--- config.mk ---
export PLATFORM = sky130hd
export DESIGN_NAME = multicycle_adder
export DESIGN_NICKNAME = d
export VERILOG_FILES = /design/src/rtl/multicycle_adder_pkg.sv /design/src/rtl/multicycle_adder_chunk_adder.sv /design/src/rtl/multicycle_adder.sv
export SDC_FILE = /design/constraint.sdc
export NUM_CORES = 1
export LEC_CHECK = 0
export BUFFER_PORTS_ARGS = -buffer_cell sky130_fd_sc_hd__buf_2
export CAP_MARGIN = 20
export CORE_MARGIN = 5
export CORE_UTILIZATION = 40
export CTS_BUF_LIST = sky130_fd_sc_hd__clkbuf_4 sky130_fd_sc_hd__clkbuf_8 sky130_fd_sc_hd__clkbuf_16
export CTS_CLUSTER_SIZE = 8
export DETAILED_ROUTE_END_ITERATION = 10
export REMOVE_ABC_BUFFERS = 1
export SLEW_MARGIN = 0
export SYNTH_ARGS = -nofsm -noshare
export SYNTH_HDL_FRONTEND = slang
export SYNTH_SLANG_ARGS = --single-unit
--- constraint.sdc ---
create_clock -name clock -period 5.5 [get_ports clock]
set_clock_uncertainty 0.2 [all_clocks]
set_input_delay 0.275 -clock clock [delete_from_list [all_inputs] [get_ports clock]]
set_output_delay 0.275 -clock clock [all_outputs]
set_load 0.005 [all_outputs]
--- src/rtl/multicycle_adder_pkg.sv ---
// Shared definitions for the multi-cycle adder: FSM state encoding and
// the helpers that derive chunk count and chunk-index width from the parameters.
package multicycle_adder_pkg;

    typedef enum logic [1:0] {
        IDLE = 2'd0,
        ADD  = 2'd1,
        HOLD = 2'd2
    } state_t;

    function automatic int calc_nchunk(input int width, input int chunk);
        return width / chunk;
    endfunction

    // A single-chunk adder still needs a one-bit index register.
    function automatic int calc_idx_w(input int nchunk);
        return (nchunk > 1) ? $clog2(nchunk) : 1;
    endfunction

endpackage

--- src/rtl/multicycle_adder_chunk_adder.sv ---
// Combinational CHUNK-bit adder with carry in and carry out.
// The multi-cycle adder reuses one instance of it for every chunk.
module chunk_adder #(
    parameter int CHUNK = 4
) (
    input  logic [CHUNK-1:0] a,
    input  logic [CHUNK-1:0] b,
    input  logic             cin,
    output logic [CHUNK-1:0] s,
    output logic             cout
);

    assign {cout, s} = {1'b0, a} + {1'b0, b} + {{CHUNK{1'b0}}, cin};

endmodule

--- src/rtl/multicycle_adder.sv ---
// Multi-cycle add/subtract unit: adds CHUNK bits per cycle using a single
// chunk adder, with valid/ready handshakes on both the operand and result sides.
module multicycle_adder
    import multicycle_adder_pkg::*;
#(
    parameter int WIDTH = 16,
    parameter int CHUNK = 4
) (
    input  logic             clock,
    input  logic             reset_n,
    input  logic             in_valid,
    output logic             in_ready,
    input  logic [WIDTH-1:0] a,
    input  logic [WIDTH-1:0] b,
    input  logic             c_in,
    input  logic             op,
    output logic             out_valid,
    input  logic             out_ready,
    output logic [WIDTH-1:0] sum,
    output logic             c_out,
    output logic             busy
);

    localparam int NCHUNK = calc_nchunk(WIDTH, CHUNK);
    localparam int IDX_W  = calc_idx_w(NCHUNK);
    localparam logic [IDX_W-1:0] LAST_IDX = IDX_W'(NCHUNK - 1);

    state_t           state;
    logic [WIDTH-1:0] a_reg;
    logic [WIDTH-1:0] b_reg;
    logic [WIDTH-1:0] sum_reg;
    logic             carry;
    logic             c_out_reg;
    logic [IDX_W-1:0] idx;

    int               bit_pos;
    logic [CHUNK-1:0] chunk_a;
    logic [CHUNK-1:0] chunk_b;
    logic [CHUNK-1:0] chunk_s;
    logic             chunk_cout;

    assign in_ready  = (state == IDLE) || ((state == HOLD) && out_ready);
    assign out_valid = (state == HOLD);
    assign busy      = (state == ADD);
    assign sum       = sum_reg;
    assign c_out     = c_out_reg;

    always_comb begin
        bit_pos = int'(idx) * CHUNK;
        chunk_a = a_reg[bit_pos +: CHUNK];
        chunk_b = b_reg[bit_pos +: CHUNK];
    end

    chunk_adder #(
        .CHUNK (CHUNK)
    ) u_chunk_adder (
        .a    (chunk_a),
        .b    (chunk_b),
        .cin  (carry),
        .s    (chunk_s),
        .cout (chunk_cout)
    );

    // Subtraction is folded into addition at load time: b is inverted and the
    // borrow-in becomes an inverted carry-in, so ADD never needs to know op.
    always_ff @(posedge clock or negedge reset_n) begin
        if (!reset_n) begin
            state     <= IDLE;
            a_reg     <= '0;
            b_reg     <= '0;
            sum_reg   <= '0;
            carry     <= 1'b0;
            c_out_reg <= 1'b0;
            idx       <= '0;
        end else if (in_valid && in_ready) begin
            a_reg <= a;
            b_reg <= op ? ~b : b;
            carry <= op ? ~c_in : c_in;
            idx   <= '0;
            state <= ADD;
        end else if (state == ADD) begin
            sum_reg[bit_pos +: CHUNK] <= chunk_s;
            carry                     <= chunk_cout;
            if (idx == LAST_IDX) begin
                c_out_reg <= chunk_cout;
                idx       <= '0;
                state     <= HOLD;
            end else begin
                idx <= idx + 1'b1;
            end
        end else if ((state == HOLD) && out_ready) begin
            state <= IDLE;
        end
    end

endmodule

-- Yosys cells after proc, flatten, opt, wreduce, memory -nomap -nowiden
Cells that the tools add are included.
- flip-flop bits (word level): 54
- input port bits: 38
- output and inout port bits: 20
- word-level logic and storage cells: 43
- add/sub/neg operators: 4
- equal/unequal tests: 4
- shift operators: 4
- muxes and demuxes: 12
- bitwise gates (word level): 3
- reductions and logical operators: 9
- operators with widths (cell ; count):
    $neg A4 Y33 ; 1
    $shift A4 B33 Y16 const A ; 1
    $shiftx A4 B33 Y16 ; 1
    $shiftx A16 B5 Y4 ; 2
    $bwmux W16 ; 1
    $mux W16 ; 1
    $not A16 Y16 ; 1
    $mux W2 ; 7
    $add A4 B4 Y5 ; 1
    $add A5 B1 Y5 ; 1
    $eq A2 B2 Y1 const B ; 2
    $reduce_and A2 Y1 ; 2
    $mux W1 ; 3
    $ne A3 B1 Y1 const B ; 1
    $reduce_and A3 Y1 ; 1
    $reduce_bool A3 Y1 ; 1
    $add A2 B1 Y2 const B ; 1
    $eq A2 B1 Y1 const B ; 1
    $logic_and A1 B1 Y1 ; 2
    $logic_not A2 Y1 ; 1
    $not A1 Y1 ; 2
    $reduce_bool A2 Y1 ; 1
    $logic_or A1 B1 Y1 ; 1

-- Logic depth before layout (Yosys ltp)
- word-level depth: 6
- gate-level depth with buffers: 7
- depth with buffers taken out: 6

-- By module
From an unflattened synthesis, not the netlist that was laid out.
- cell total of the unflattened synthesis: 196
- area, all modules: 2711.4 sq um
- modules (own cells, without submodules) (module ; instances ; cells an instance ; area each (sq um) ; sequential area each (sq um)):
    multicycle_adder ; 1 ; 180 ; 2567.5 ; 1351.3
    chunk_adder ; 1 ; 16 ; 143.9 ; 0.0

-- Least setup slack after synthesis
Ideal clock, no wire load.
- path kind: flip-flop to flip-flop
- start: register idx[0]
- end: register carry
- setup time: 0.138 ns
- arrival: 2.579 ns
- data required time: 5.162 ns
- slack: 2.584 ns
- cell stages (with the launch flop): 8
- path buffers: 1
- period minus slack after synthesis: 2.916 ns
- cells stage by stage: dfrtp_1 -> buf_2 -> mux4_2 -> fa_1 -> fa_1 -> a21o_1 -> a21oi_1 -> o221ai_1
- longest elaborated chain between the ends: 5
- elaborated cells on any way between the ends: 6
- those cells by class: add/sub: 2; shift: 2; mux: 2
- RTL lines (what ; RTL line ; RTL):
    from (decl) ; multicycle_adder.sv:34 ; logic [IDX_W-1:0] idx;
    from (signal assigned) ; multicycle_adder.sv:89 ; idx <= idx + 1'b1;
    $shiftx A16 B5 Y4 (on tied branches) ; multicycle_adder.sv:50, multicycle_adder.sv:51 ;
    $add A4 B4 Y5 (*) ; multicycle_adder_chunk_adder.sv:13 ; assign {cout, s} = {1'b0, a} + {1'b0, b} + {{CHUNK{1'b0}}, cin};
    $add A5 B1 Y5 (*) ; multicycle_adder_chunk_adder.sv:13 ;
    $mux W1 (*) ; multicycle_adder.sv:81 ; end else if (state == ADD) begin
    $mux W1 (*) ; multicycle_adder.sv:75 ; end else if (in_valid && in_ready) begin
    to (signal assigned) ; multicycle_adder.sv:78 ; carry <= op ? ~c_in : c_in;
    to (signal assigned) ; multicycle_adder.sv:83 ; carry <= chunk_cout;
    to (decl) ; multicycle_adder.sv:32 ; logic carry;
Mark *: on every way between the ends. The rest lies on a longest branch, timed or not. The select of a mux whose other input is x is not followed.
A chain may end at the register's enable or synchronous reset.

-- Worst setup path after layout
Ends and elaborated chain as after synthesis.

==> results.tsv <==
stage	metric	value	unit
status	outcome	finished, final reports clean	
logic_synthesis	ys_seq_area_frac	0.487	
cts	postCtsResizedCells	0	
min_path	hold_class	primary input to register	
cells_and_area	fin_nets	312	
placed_design	io_buffer_count	57	
floorplan	die-width	93.3	um
logic_synthesis	synth_cell_types	36	
sta	worstMarginPinSlew	0.772	ns
routing	antenna_left	0	
min_path	hp-start	out_ready	
routing	routed_wl	5240	um
global_routing	grt_first_pass_wirelength	8980	um
cells_and_area	layout_commonest_cell	buf_2	
floorplan	initial_utilization	0.411	
sta	setup_violations	0	
cts	postCtsSetupBuffers	0	
global_routing	antenna_found_initial	0	
cells_and_area	drive_gt1_frac	0.424	
logic_synthesis	synthCells	189	
critical_path	crit_top_cell	fa_1	
cts	cts_buffer_depth	2	
cts	clock_latency	0.30	ns
critical_path	worst-setup-path-type	register to register	
critical_path	slowest_stage	dfrtp_1	
global_routing	grt_pass1_vias	1789	
sta	rsz0062_at_grt	no	
critical_path	worst_ep_arrival_time	3.14	ns
global_routing	grt_max_degree	55	
critical_path	worst_path_largest_cell_delay	0.85	ns
power	p_sw	0.732	mW
cts	numCtsBuffers	5	
logic_synthesis	synth_ff_type	dfrtp_1	
sta	timing.final.crit_share	0.578	
logic_synthesis	ys_warn_count	0	
logic_synthesis	synth-edff-count	0	
sta	fin_crit	3.18	ns
power	p_leak	1.62	nW
critical_path	reg2reg_slack	2.32	ns
power	power.total	1.99	mW
sta	fmax	315	MHz
cells_and_area	antenna_cells	0	
cells_and_area	fin_util	0.501	
power	p_comb_frac	0.507	
cells_and_area	area_growth	22.0	%
floorplan	fp-row-count	30	
cells_and_area	fillers	602	
sta	fin_setup_tns	0	ns
logic_synthesis	synthSimpleGateAreaFrac	0.0640	
job	max-cap-violations	0	
routing	drt_pass1_iterations	4	
power	seqPwrFrac	0.363	
logic_synthesis	synth.ff_latch_count	54	
sta	relSlewSlack	0.485	
logic_synthesis	synthAdderAreaFrac	0.0550	
cts	cts_sinks	54	
cts	clkTransAtPathRegs	0.10	ns
cts	hold_buffers	17	
routing	routed_via_density	4.88	
critical_path	cp_cell_sequence	mux4_2, fa_1, fa_1, a21o_1, a21oi_1, o221ai_1	
logic_synthesis	muxShareOfSynthArea	0.233	
critical_path	crit_required	5.47	ns
logic_synthesis	synthXorXnorAreaFrac	0.0568	
logic_synthesis	synth_area_per_cell	14.7	sq um
global_routing	gr-total-overflow	0	
routing	dr_total_vias	1680	
placed_design	place.gp.congestion	0.772	
cts	cts_root_buf	clkbuf_8	
logic_synthesis	synth_top_family_by_area	multiplexers	
power	intPower	1.26	mW
critical_path	crit_start	idx[0]$_DFFE_PN0P_	
power	pwr-share-clk	0.130	
critical_path	crit_path_end_kind	register	
global_routing	grt_usage	0.131	
critical_path	r2r_start	idx[0]$_DFFE_PN0P_	
critical_path	start_kind	register	
placed_design	post-place-ws	2.28	ns
routing	post_drt_wl_per_cell	15.2	um
routing	route.detailed.drc	0	
logic_synthesis	netlist_area	2780	sq um
placed_design	dp_hpwl	3860	um
routing	drtIter0Drc	54	
floorplan	fp.dieH	93.3	um
critical_path	path_max_fanout	17	
sta	hold_violations	0	
cts	h-tree-depth	2	
cts	tritoncts	done	
sta	finalMaxSlewViolations	0	
power	switching_share	0.368	
floorplan	die-area	8710	sq um
sta	fin_ws	2.32	ns
floorplan	coreArea	6760	sq um
power	ir_worst_vdd	0.173	mV
logic_synthesis	synth-compound-area-share	0.0735	
cells_and_area	mostFrequentLayoutCells	buf_2 (57), dfrtp_1 (54), mux2_4 (26), xor2_1 (17), dlygate4sd3_1 (17)	
floorplan	io-pin-count	58	
logic_synthesis	postSynth.asyncResetShare	1.00	
power	power_density	588	nW/um^2
## per-layer routing
metal / GRT usage / wire [um] / share of wire / up-vias
li1: - / - / - / 838
met1: 0.189 / 2660 / 0.51 / 795
met2: 0.194 / 2290 / 0.44 / 42
met3: 0.0298 / 233 / 0.044 / 5
met4: 0.0452 / 63 / 0.012 / 0
met5: 0 / 0 / 0 / -
## synth_stat cells, types with 3 or more instances
cell type,count,area share
nand3b_1,3,0.0081
mux2_4,26,0.14
a22o_1,11,0.035
a32o_1,4,0.014
mux4_2,8,0.065
buf_6,4,0.016
nand2_1,5,0.0068
xor2_1,17,0.054
nand2b_1,4,0.0090
ha_1,9,0.041
dfrtp_1,54,0.49
nor2_1,7,0.0095
mux2_2,6,0.024
## power by group through the flow
stage,Sequential (mW),Combinational [mW],Clock [mW]
finish,0.723,1.01,0.260
CTS,0.729,1.03,0.270
global placement,0.732,1.01,0
detailed placement,0.737,1.02,0
floorplan,0.688,0.761,0
global route,0.755,1.12,0.285
## path summary, 6_finish.rpt
check | end | cells past startpoint
worst max-delay path | carry$_DFFE_PN0P_ | 6
worst min-delay path | state[1]$_DFFE_PN0P_ | 4
worst max register to register | carry$_DFFE_PN0P_ | 6
worst min register to register | sum[2]$_DFFE_PN0P_ | 2
max in group asynchronous | a_reg[4]$_DFFE_PN0P_ | 3
min in group asynchronous | sum[0]$_DFFE_PN0P_ | 3
## final cells by class
| cell class | instances | area, sq um | share of cell area |
|---|---|---|---|
| inverter | 3 | 11.3 | 0.00332 |
| clock buffer | 5 | 68.8 | 0.0203 |
| sequential | 54 | 1350 | 0.399 |
| tap | 80 | 100 | 0.0295 |
| clock inverter | 3 | 40.0 | 0.0118 |
| multi-input combinational | 123 | 1350 | 0.397 |
| timing repair buffer | 76 | 470 | 0.139 |
## worst max-delay path, delay by kind of cell (launching register included)
kind	cells	cell delay, ns
flip-flops	1	0.85
adder cells (fa/ha/maj)	2	0.89
multiplexers	1	0.61
AO/OA/AOI/OAI	3	0.48
## through the flow
step,cells,hold slack [ns],instance area (sq um)
2_1_floorplan,180,-0.221,2700
3_3_place_gp,319,0.244,3110
3_5_place_dp,319,0.245,3110
4_1_cts,344,0.103,3390
5_1_grt,344,0.149,3390
6_report,344,0.112,3390
## cell families (layout without fill, tap and decap cells)
logic type,after synthesis,count (layout)
AO/OA/AOI/OAI,25,25
multiplexers,41,41
buffers and inverters,12,87
XOR/XNOR,18,18
AND/OR/NAND/NOR,28,28
adder cells (fa/ha/maj),11,11
flip-flops,54,54
Note: power is estimated with default switching activity, not from simulation.
